### config.mk
export PLATFORM = sky130hd
export DESIGN_NAME = spi_target
export DESIGN_NICKNAME = d
export VERILOG_FILES = /design/src/rtl/spi_target_pkg.sv /design/src/rtl/spi_target_crc16_serial.sv /design/src/rtl/spi_target.sv
export SDC_FILE = /design/constraint.sdc
export NUM_CORES = 1
export LEC_CHECK = 0
export CAP_MARGIN = 10
export CORE_UTILIZATION = 46
export DETAILED_ROUTE_END_ITERATION = 7
export GPL_TIMING_DRIVEN = 0
export PLACE_DENSITY_LB_ADDON = 0.3
export REMOVE_ABC_BUFFERS = 1
export SLEW_MARGIN = 20
export SYNTH_ARGS = -nofsm -noshare
export SYNTH_HDL_FRONTEND = slang
export SYNTH_HIERARCHICAL = 1
export SYNTH_SLANG_ARGS = --single-unit
### constraint.sdc
create_clock -name clk -period 5.31 [get_ports clk]
set_input_delay 1.3275 -clock clk [delete_from_list [all_inputs] [get_ports clk]]
set_output_delay 1.3275 -clock clk [all_outputs]
set_load 0.005 [all_outputs]
### src/rtl/spi_target_pkg.sv
`default_nettype none
// ============================================================================
// Module      : spi_target_pkg
// Description : Shared definitions for the SPI mode-0 target and the bit-serial
//               CRC16 engine: polynomial, default idle byte, FSM encoding and
//               a one-bit CRC16 step helper.
// Revision    : 1.0 - initial release
// ============================================================================
package spi_target_pkg;

    // CRC16-CCITT polynomial, MSB first, no reflection.
    localparam logic [15:0] CRC16_POLY        = 16'h1021;

    // Byte returned to the master when nothing is queued (SD idle level).
    localparam logic [7:0]  DEFAULT_IDLE_BYTE = 8'hFF;

    typedef enum logic {
        ST_IDLE   = 1'b0,
        ST_ACTIVE = 1'b1
    } state_t;

    // Advance a CRC16 by one input bit.
    function automatic logic [15:0] crc16_step(input logic [15:0] crc,
                                               input logic        data_bit);
        logic fb;
        fb = crc[15] ^ data_bit;
        return {crc[14:0], 1'b0} ^ (fb ? CRC16_POLY : 16'h0000);
    endfunction

endpackage : spi_target_pkg
`default_nettype wire

### src/rtl/spi_target_crc16_serial.sv
`default_nettype none
// ============================================================================
// Module      : crc16_serial
// Description : Bit-serial CRC16 (poly 0x1021, MSB first). One bit is folded
//               in per clk while en is high; init reloads the seed.
// Ports       : clk, rst      - system clock, synchronous active-high reset
//               init          - load init_val (has priority over en)
//               init_val[15:0]- seed value, also the reset value
//               en, bit_in    - advance the CRC by bit_in
//               crc[15:0]     - current CRC register
// Revision    : 1.0 - initial release
// ============================================================================
module crc16_serial
    import spi_target_pkg::*;
(
    input  logic        clk,
    input  logic        rst,
    input  logic        init,
    input  logic [15:0] init_val,
    input  logic        en,
    input  logic        bit_in,
    output logic [15:0] crc
);

    logic [15:0] r_crc;

    always_ff @(posedge clk) begin
        if (rst) begin
            r_crc <= init_val;
        end else if (init) begin
            r_crc <= init_val;
        end else if (en) begin
            r_crc <= crc16_step(r_crc, bit_in);
        end
    end

    assign crc = r_crc;

endmodule : crc16_serial
`default_nettype wire

### src/rtl/spi_target.sv
`default_nettype none
// ============================================================================
// Module      : spi_target
// Description : SPI mode-0 target. sclk/mosi/_cs are oversampled by clk
//               (clk >= 4x sclk), received bytes are deserialised with a
//               one-clk valid pulse, transmit bytes come from a one-deep
//               holding register, and a CRC16 runs over every received bit.
// Ports       : clk, rst            - system clock, sync active-high reset
//               sclk, mosi, _cs     - asynchronous SPI pins from the master
//               miso, miso_oe       - registered data out and its enable
//               rx_data, rx_valid   - last received byte and update pulse
//               tx_data, tx_load    - byte to send and its write strobe
//               tx_ready            - holding register empty
//               tx_underrun         - IDLE_BYTE substituted (pulse)
//               frame_end           - _cs deasserted (pulse)
//               crc_out             - running CRC16 of received bits
// Revision    : 1.0 - initial release
// ============================================================================
module spi_target
    import spi_target_pkg::*;
#(
    parameter logic [7:0]  IDLE_BYTE = DEFAULT_IDLE_BYTE,
    parameter logic [15:0] CRC_INIT  = 16'h0000
) (
    input  logic        clk,
    input  logic        rst,
    input  logic        sclk,
    input  logic        mosi,
    input  logic        _cs,
    output logic        miso,
    output logic        miso_oe,
    output logic [7:0]  rx_data,
    output logic        rx_valid,
    input  logic [7:0]  tx_data,
    input  logic        tx_load,
    output logic        tx_ready,
    output logic        tx_underrun,
    output logic        frame_end,
    output logic [15:0] crc_out
);

    // ------------------------------------------------------------------
    // Pin synchronisers: two flops each, plus a history flop on sclk and
    // _cs so edges are detected on already-synchronised levels.
    // ------------------------------------------------------------------
    logic r_sclk_meta, r_sclk_sync, r_sclk_hist;
    logic r_cs_meta,   r_cs_sync,   r_cs_hist;
    logic r_mosi_meta, r_mosi_sync;

    always_ff @(posedge clk) begin
        if (rst) begin
            r_sclk_meta <= 1'b0;
            r_sclk_sync <= 1'b0;
            r_sclk_hist <= 1'b0;
            r_cs_meta   <= 1'b1;
            r_cs_sync   <= 1'b1;
            r_cs_hist   <= 1'b1;
            r_mosi_meta <= 1'b1;
            r_mosi_sync <= 1'b1;
        end else begin
            r_sclk_meta <= sclk;
            r_sclk_sync <= r_sclk_meta;
            r_sclk_hist <= r_sclk_sync;
            r_cs_meta   <= _cs;
            r_cs_sync   <= r_cs_meta;
            r_cs_hist   <= r_cs_sync;
            r_mosi_meta <= mosi;
            r_mosi_sync <= r_mosi_meta;
        end
    end

    logic w_sclk_rise, w_sclk_fall, w_cs_fall, w_cs_rise;

    assign w_sclk_rise =  r_sclk_sync & ~r_sclk_hist;
    assign w_sclk_fall = ~r_sclk_sync &  r_sclk_hist;
    assign w_cs_fall   = ~r_cs_sync   &  r_cs_hist;
    assign w_cs_rise   =  r_cs_sync   & ~r_cs_hist;

    // ------------------------------------------------------------------
    // Frame FSM. The strobes it produces are the only way the datapath
    // reacts to the bus, so deselect automatically masks a coincident
    // sclk edge.
    // ------------------------------------------------------------------
    state_t r_state, w_state_next;
    logic   w_select, w_deselect, w_rise, w_fall;

    always_ff @(posedge clk) begin
        if (rst) begin
            r_state <= ST_IDLE;
        end else begin
            r_state <= w_state_next;
        end
    end

    always_comb begin
        w_state_next = r_state;
        w_select     = 1'b0;
        w_deselect   = 1'b0;
        w_rise       = 1'b0;
        w_fall       = 1'b0;
        case (r_state)
            ST_IDLE: begin
                if (w_cs_fall) begin
                    w_state_next = ST_ACTIVE;
                    w_select     = 1'b1;
                end
            end
            ST_ACTIVE: begin
                if (w_cs_rise) begin
                    w_state_next = ST_IDLE;
                    w_deselect   = 1'b1;
                end else begin
                    w_rise = w_sclk_rise;
                    w_fall = w_sclk_fall;
                end
            end
            default: w_state_next = ST_IDLE;
        endcase
    end

    // ------------------------------------------------------------------
    // Datapath
    // ------------------------------------------------------------------
    logic [2:0] r_bit_cnt;
    logic [6:0] r_rx_shift;
    logic [7:0] r_rx_data;
    logic       r_rx_valid;
    logic [6:0] r_tx_shift;   // bit 7 of the current byte lives in r_miso
    logic       r_miso;
    logic       r_hold_full;
    logic [7:0] r_hold_data;
    logic       r_tx_underrun;
    logic       r_frame_end;

    logic       w_reload;
    logic       w_consume;
    logic       w_load_accept;
    logic [7:0] w_tx_next;
    logic [7:0] w_rx_next;

    // A new transmit byte is fetched at select and at every falling edge
    // that follows a completed byte.
    assign w_reload      = w_select | (w_fall & (r_bit_cnt == 3'd0));
    assign w_consume     = w_reload & r_hold_full;
    // A load is only accepted when the register was already empty before
    // this clk; a same-clk consumption does not make room for it.
    assign w_load_accept = tx_load & ~r_hold_full;
    assign w_tx_next     = r_hold_full ? r_hold_data : IDLE_BYTE;
    assign w_rx_next     = {r_rx_shift, r_mosi_sync};

    always_ff @(posedge clk) begin
        if (rst) begin
            r_bit_cnt     <= 3'd0;
            r_rx_shift    <= 7'd0;
            r_rx_data     <= 8'd0;
            r_rx_valid    <= 1'b0;
            r_tx_shift    <= 7'd0;
            r_miso        <= 1'b1;
            r_hold_full   <= 1'b0;
            r_hold_data   <= 8'd0;
            r_tx_underrun <= 1'b0;
            r_frame_end   <= 1'b0;
        end else begin
            r_rx_valid    <= 1'b0;
            r_tx_underrun <= 1'b0;
            r_frame_end   <= w_deselect;

            if (w_load_accept) begin
                r_hold_full <= 1'b1;
                r_hold_data <= tx_data;
            end else if (w_consume) begin
                r_hold_full <= 1'b0;
            end

            if (w_reload) begin
                r_tx_shift    <= w_tx_next[6:0];
                r_miso        <= w_tx_next[7];
                r_tx_underrun <= ~r_hold_full;
            end else if (w_fall) begin
                r_tx_shift <= {r_tx_shift[5:0], 1'b0};
                r_miso     <= r_tx_shift[6];
            end

            if (w_select || w_deselect) begin
                r_bit_cnt <= 3'd0;
                if (w_deselect) begin
                    r_miso <= 1'b1;
                end
            end else if (w_rise) begin
                r_rx_shift <= w_rx_next[6:0];
                r_bit_cnt  <= r_bit_cnt + 3'd1;
                if (r_bit_cnt == 3'd7) begin
                    r_rx_data  <= w_rx_next;
                    r_rx_valid <= 1'b1;
                end
            end
        end
    end

    // CRC is updated on the same clk edge that captures rx_data, so
    // crc_out already covers a byte when its rx_valid is seen.
    crc16_serial u_crc (
        .clk      (clk),
        .rst      (rst),
        .init     (w_select),
        .init_val (CRC_INIT),
        .en       (w_rise),
        .bit_in   (r_mosi_sync),
        .crc      (crc_out)
    );

    assign miso        = r_miso;
    assign miso_oe     = (r_state == ST_ACTIVE);
    assign rx_data     = r_rx_data;
    assign rx_valid    = r_rx_valid;
    assign tx_ready    = ~r_hold_full;
    assign tx_underrun = r_tx_underrun;
    assign frame_end   = r_frame_end;

endmodule : spi_target
`default_nettype wire

==> impl_metrics.toml <==
[critical_path]
worst_path_bufs_invs = 2
cp_data_arrival_time_ns = 2.93
critical_path.cell_chain = "buf_2, buf_16, or2_1, mux2_2"
timing.critical_path.required_ns = 5.39
critPathLaunch = "rst"
setup.worst_path.start_class = "input pin"
path_class = "in2reg"
cpPeakStageDelay_ns = 0.63
cpLargestDelayFamily = "simple AND/OR/NAND/NOR gates"
critPathMaxFanout = 33
worst_r2r_startpoint = "miso_oe"
crit_path_end_kind = "register"
crit_path_top_delay_cell = "sky130_fd_sc_hd__or2_1"

[logic_synthesis]
yosys_top_cell_area_share = 0.3588
yosys_register_bits = 63
ys_top_cells_by_count = "sky130_fd_sc_hd__dfxtp_1, sky130_fd_sc_hd__nand2_1, sky130_fd_sc_hd__nor2_1, sky130_fd_sc_hd__mux2i_1, sky130_fd_sc_hd__edfxtp_1"
count_leader_synth = "sky130_fd_sc_hd__dfxtp_1"
mappedNetlistArea_mm2 = 0.002623
post_synth_inst_count = 238
synth.area.top_cells = "sky130_fd_sc_hd__dfxtp_1, sky130_fd_sc_hd__edfxtp_1, sky130_fd_sc_hd__mux2i_1, sky130_fd_sc_hd__mux2_2, sky130_fd_sc_hd__nand2_1"
synth.yosys.warnings = 6
synth_edf_count = 16
yosys.area.top_type = "sky130_fd_sc_hd__dfxtp_1"
synthArstFlopShare = 0
post_synth.cell_area_avg_um2 = 11.02
yosysUniqueCellTypes = 40
yosysSeqAreaShare = 0.5420
primary_flip_flop_cell_chosen_by_synthesis_mapping = "sky130_fd_sc_hd__dfxtp_1"

[layout]
finish.utilization = 0.6051
final_nets = 312
fin_cells = 372
share_of_final_layout_standard_cells_stronger_than_drive_strength_1 = 0.1567
antennaDiodeCount = 0
layout-area-overhead-vs-synth_pct = 27.05

[sta]
rsz0062_at_grt = "no"
fmax_mhz = 350.9
max_slew_margin = 0.4904
hold_slack_ns = 0.4071
hold_viol = 0
finalSetupViolations = 0
finalMaxSlewViolations = 0
worst_slew_pin_slew_ns = 0.7644
final.min_clock_period_ns = 2.850
timing.clock.skew_ns = 0.003200
sum_of_negative_setup_slack_ns = 0
timing.final.crit_share = 0.5366

[detailed_routing]
drt_pre_antenna_iters = 4
routed_wire_length_per_instance_um = 11.23
ant_nets = 0
routed-via-count = 1738
route.detailed.vias_per_inst = 4.672
dr.first_iter.drc_count = 71
remaining_drc_errors = 0
wl_um = 4176

[place]
port_buffers = 43
dp_hpwl_um = 2834
place.detailed.instances = 356
gp_congestion = 0.7094

[cts]
clock_sink_count = 63
cts_tree = "yes"
clkLatencyLatePin_ns = 0.33
clk_path_buf_depth = 2
post-cts-setup-buffer-count = 0
post_cts_resized = 0
cts-buffers-inserted = 9
cts_root_buf = "sky130_fd_sc_hd__clkbuf_8"
cts_hold_repair.buffers = 0
clock_h_tree_levels = 3
worst_setup_hold_path_clk_slew_ns = 0.06

[grt]
grt_first_pass_wirelength_um = 7458
grt_remaining_overflow = 0
grt_start_max_net_pins = 34
grt_antenna_before_repair = 0
via_count_of_the_first_global_routing_pass = 1629
grt_use_total = 0.1636

[power]
worst_ir_drop_vdd_uv = 184.1
report.power.total_w = 0.001045
combPwrFrac = 0.099
power_frac_seq = 0.512
switching_share = 0.2170
p_int_w = 0.0008181
clockPowerShare = 0.389
p_leak_nw = 1.419
pwr_density_cell_mw_per_mm2 = 313.6
switching_power_of_the_nets_w = 0.0002267

[die]
die-area_mm2 = 0.006007
dieWidth_um = 77.51
fp.coreArea_mm2 = 0.005507
initial_core_util = 0.4763
chipHeight_um = 77.51
rows = 27
ios = 44

[hold_path]
min_from = "r_cs_meta"
hp-class = "reg2reg"

[flow_run]
cap_viol_max_count = 0

[status]
outcome = "finished clean"
==> stage by stage <==
step | setup WS [ns] | instance area, um2
after detailed placement | 2.109 | 3128
after floorplan | 2.878 | 2585
final | 2.460 | 3332
after global placement | 0.9719 | 3105
after CTS | 2.469 | 3332
after global routing | 2.374 | 3332
==> worst reg2reg max path, cell delays in order (launching register included) <==
cell                       delay (ns)
sky130_fd_sc_hd__dfxtp_1         0.41
sky130_fd_sc_hd__or3b_1          0.59
sky130_fd_sc_hd__clkinv_4        0.14
sky130_fd_sc_hd__or2_1           0.61
sky130_fd_sc_hd__mux2_2          0.41
==> flip-flops by register name (all words and copies together) (netlist names), 3 cells and up <==
| signal | cells |
|---|---|
| u_crc/crc | 16 |
| r_hold_data | 8 |
| rx_data | 8 |
| r_rx_shift | 7 |
| r_tx_shift | 7 |
| r_bit_cnt | 3 |
==> cells by family after synthesis <==
group           Yosys count  share of synthesized area
simple gates             77                     0.1336
flops                    63                     0.5420
mux                      37                     0.1603
compound gates           34                    0.07825
buf+inv                  19                    0.04628
xor+xnor                  4                    0.02385
fa+ha+maj                 3                    0.01431
other cells               1                   0.001430
==> worst paths after layout <==
check	slack (ns)	cells past startpoint	endpoint
worst min-delay path	0.41	1	r_cs_sync
worst max register to register	2.89	4	u_crc/crc[15]
worst min register to register	0.41	1	r_cs_sync
worst max-delay path	2.46	4	u_crc/crc[15]
==> cells in the final DEF (no fill, tap or decap), types with 2 or more instances in the layout <==
| master | count |
|---|---|
| sky130_fd_sc_hd__xnor3_1 | 2 |
| sky130_fd_sc_hd__nor2_1 | 23 |
| sky130_fd_sc_hd__inv_1 | 4 |
| sky130_fd_sc_hd__clkinv_2 | 2 |
| sky130_fd_sc_hd__o21ai_0 | 7 |
| sky130_fd_sc_hd__edfxtp_1 | 16 |
| sky130_fd_sc_hd__ha_1 | 3 |
| sky130_fd_sc_hd__xnor2_1 | 2 |
| sky130_fd_sc_hd__o21ai_1 | 5 |
| sky130_fd_sc_hd__nor2b_1 | 7 |
| sky130_fd_sc_hd__dfxtp_1 | 47 |
| sky130_fd_sc_hd__nand2_1 | 30 |
| sky130_fd_sc_hd__a21oi_1 | 15 |
| sky130_fd_sc_hd__nand3_1 | 2 |
| sky130_fd_sc_hd__conb_1 | 16 |
| sky130_fd_sc_hd__or2_2 | 5 |
| sky130_fd_sc_hd__clkbuf_8 | 12 |
| sky130_fd_sc_hd__mux2_4 | 7 |
| sky130_fd_sc_hd__nand2b_1 | 3 |
| sky130_fd_sc_hd__mux2_2 | 12 |
| sky130_fd_sc_hd__clkdlybuf4s50_1 | 42 |
| sky130_fd_sc_hd__mux2i_1 | 18 |
==> power groups by stage <==
stage | clock, W | combinational [W] | sequential [W]
final | 0.000406 | 0.000104 | 0.000535
after floorplan | 0 | 0.0000518 | 0.000543
after detailed placement | 0 | 0.000104 | 0.000545
after global routing | 0.000440 | 0.000115 | 0.000538
after CTS | 0.000416 | 0.000105 | 0.000535
after global placement | 0 | 0.000101 | 0.000544
==> routing by layer <==
layer | GRT usage | up-vias | part of all wire
met5 | 0 | - | 0
li1 | - | 909 | -
met2 | 0.2345 | 35 | 0.44
met3 | 0.04235 | 9 | 0.035
met4 | 0.1189 | 0 | 0.029
met1 | 0.2119 | 785 | 0.49
==> layout make-up <==
class	count	area (um2)
fill	493	2175
sequential	63	1421
multi-input combinational	171	1136
timing repair buffer	44	452.9
clock buffer	14	193.9
tap	72	90.09
inverter	6	27.53
clock inverter	2	10.01
Power figures use the tool's default switching activity.
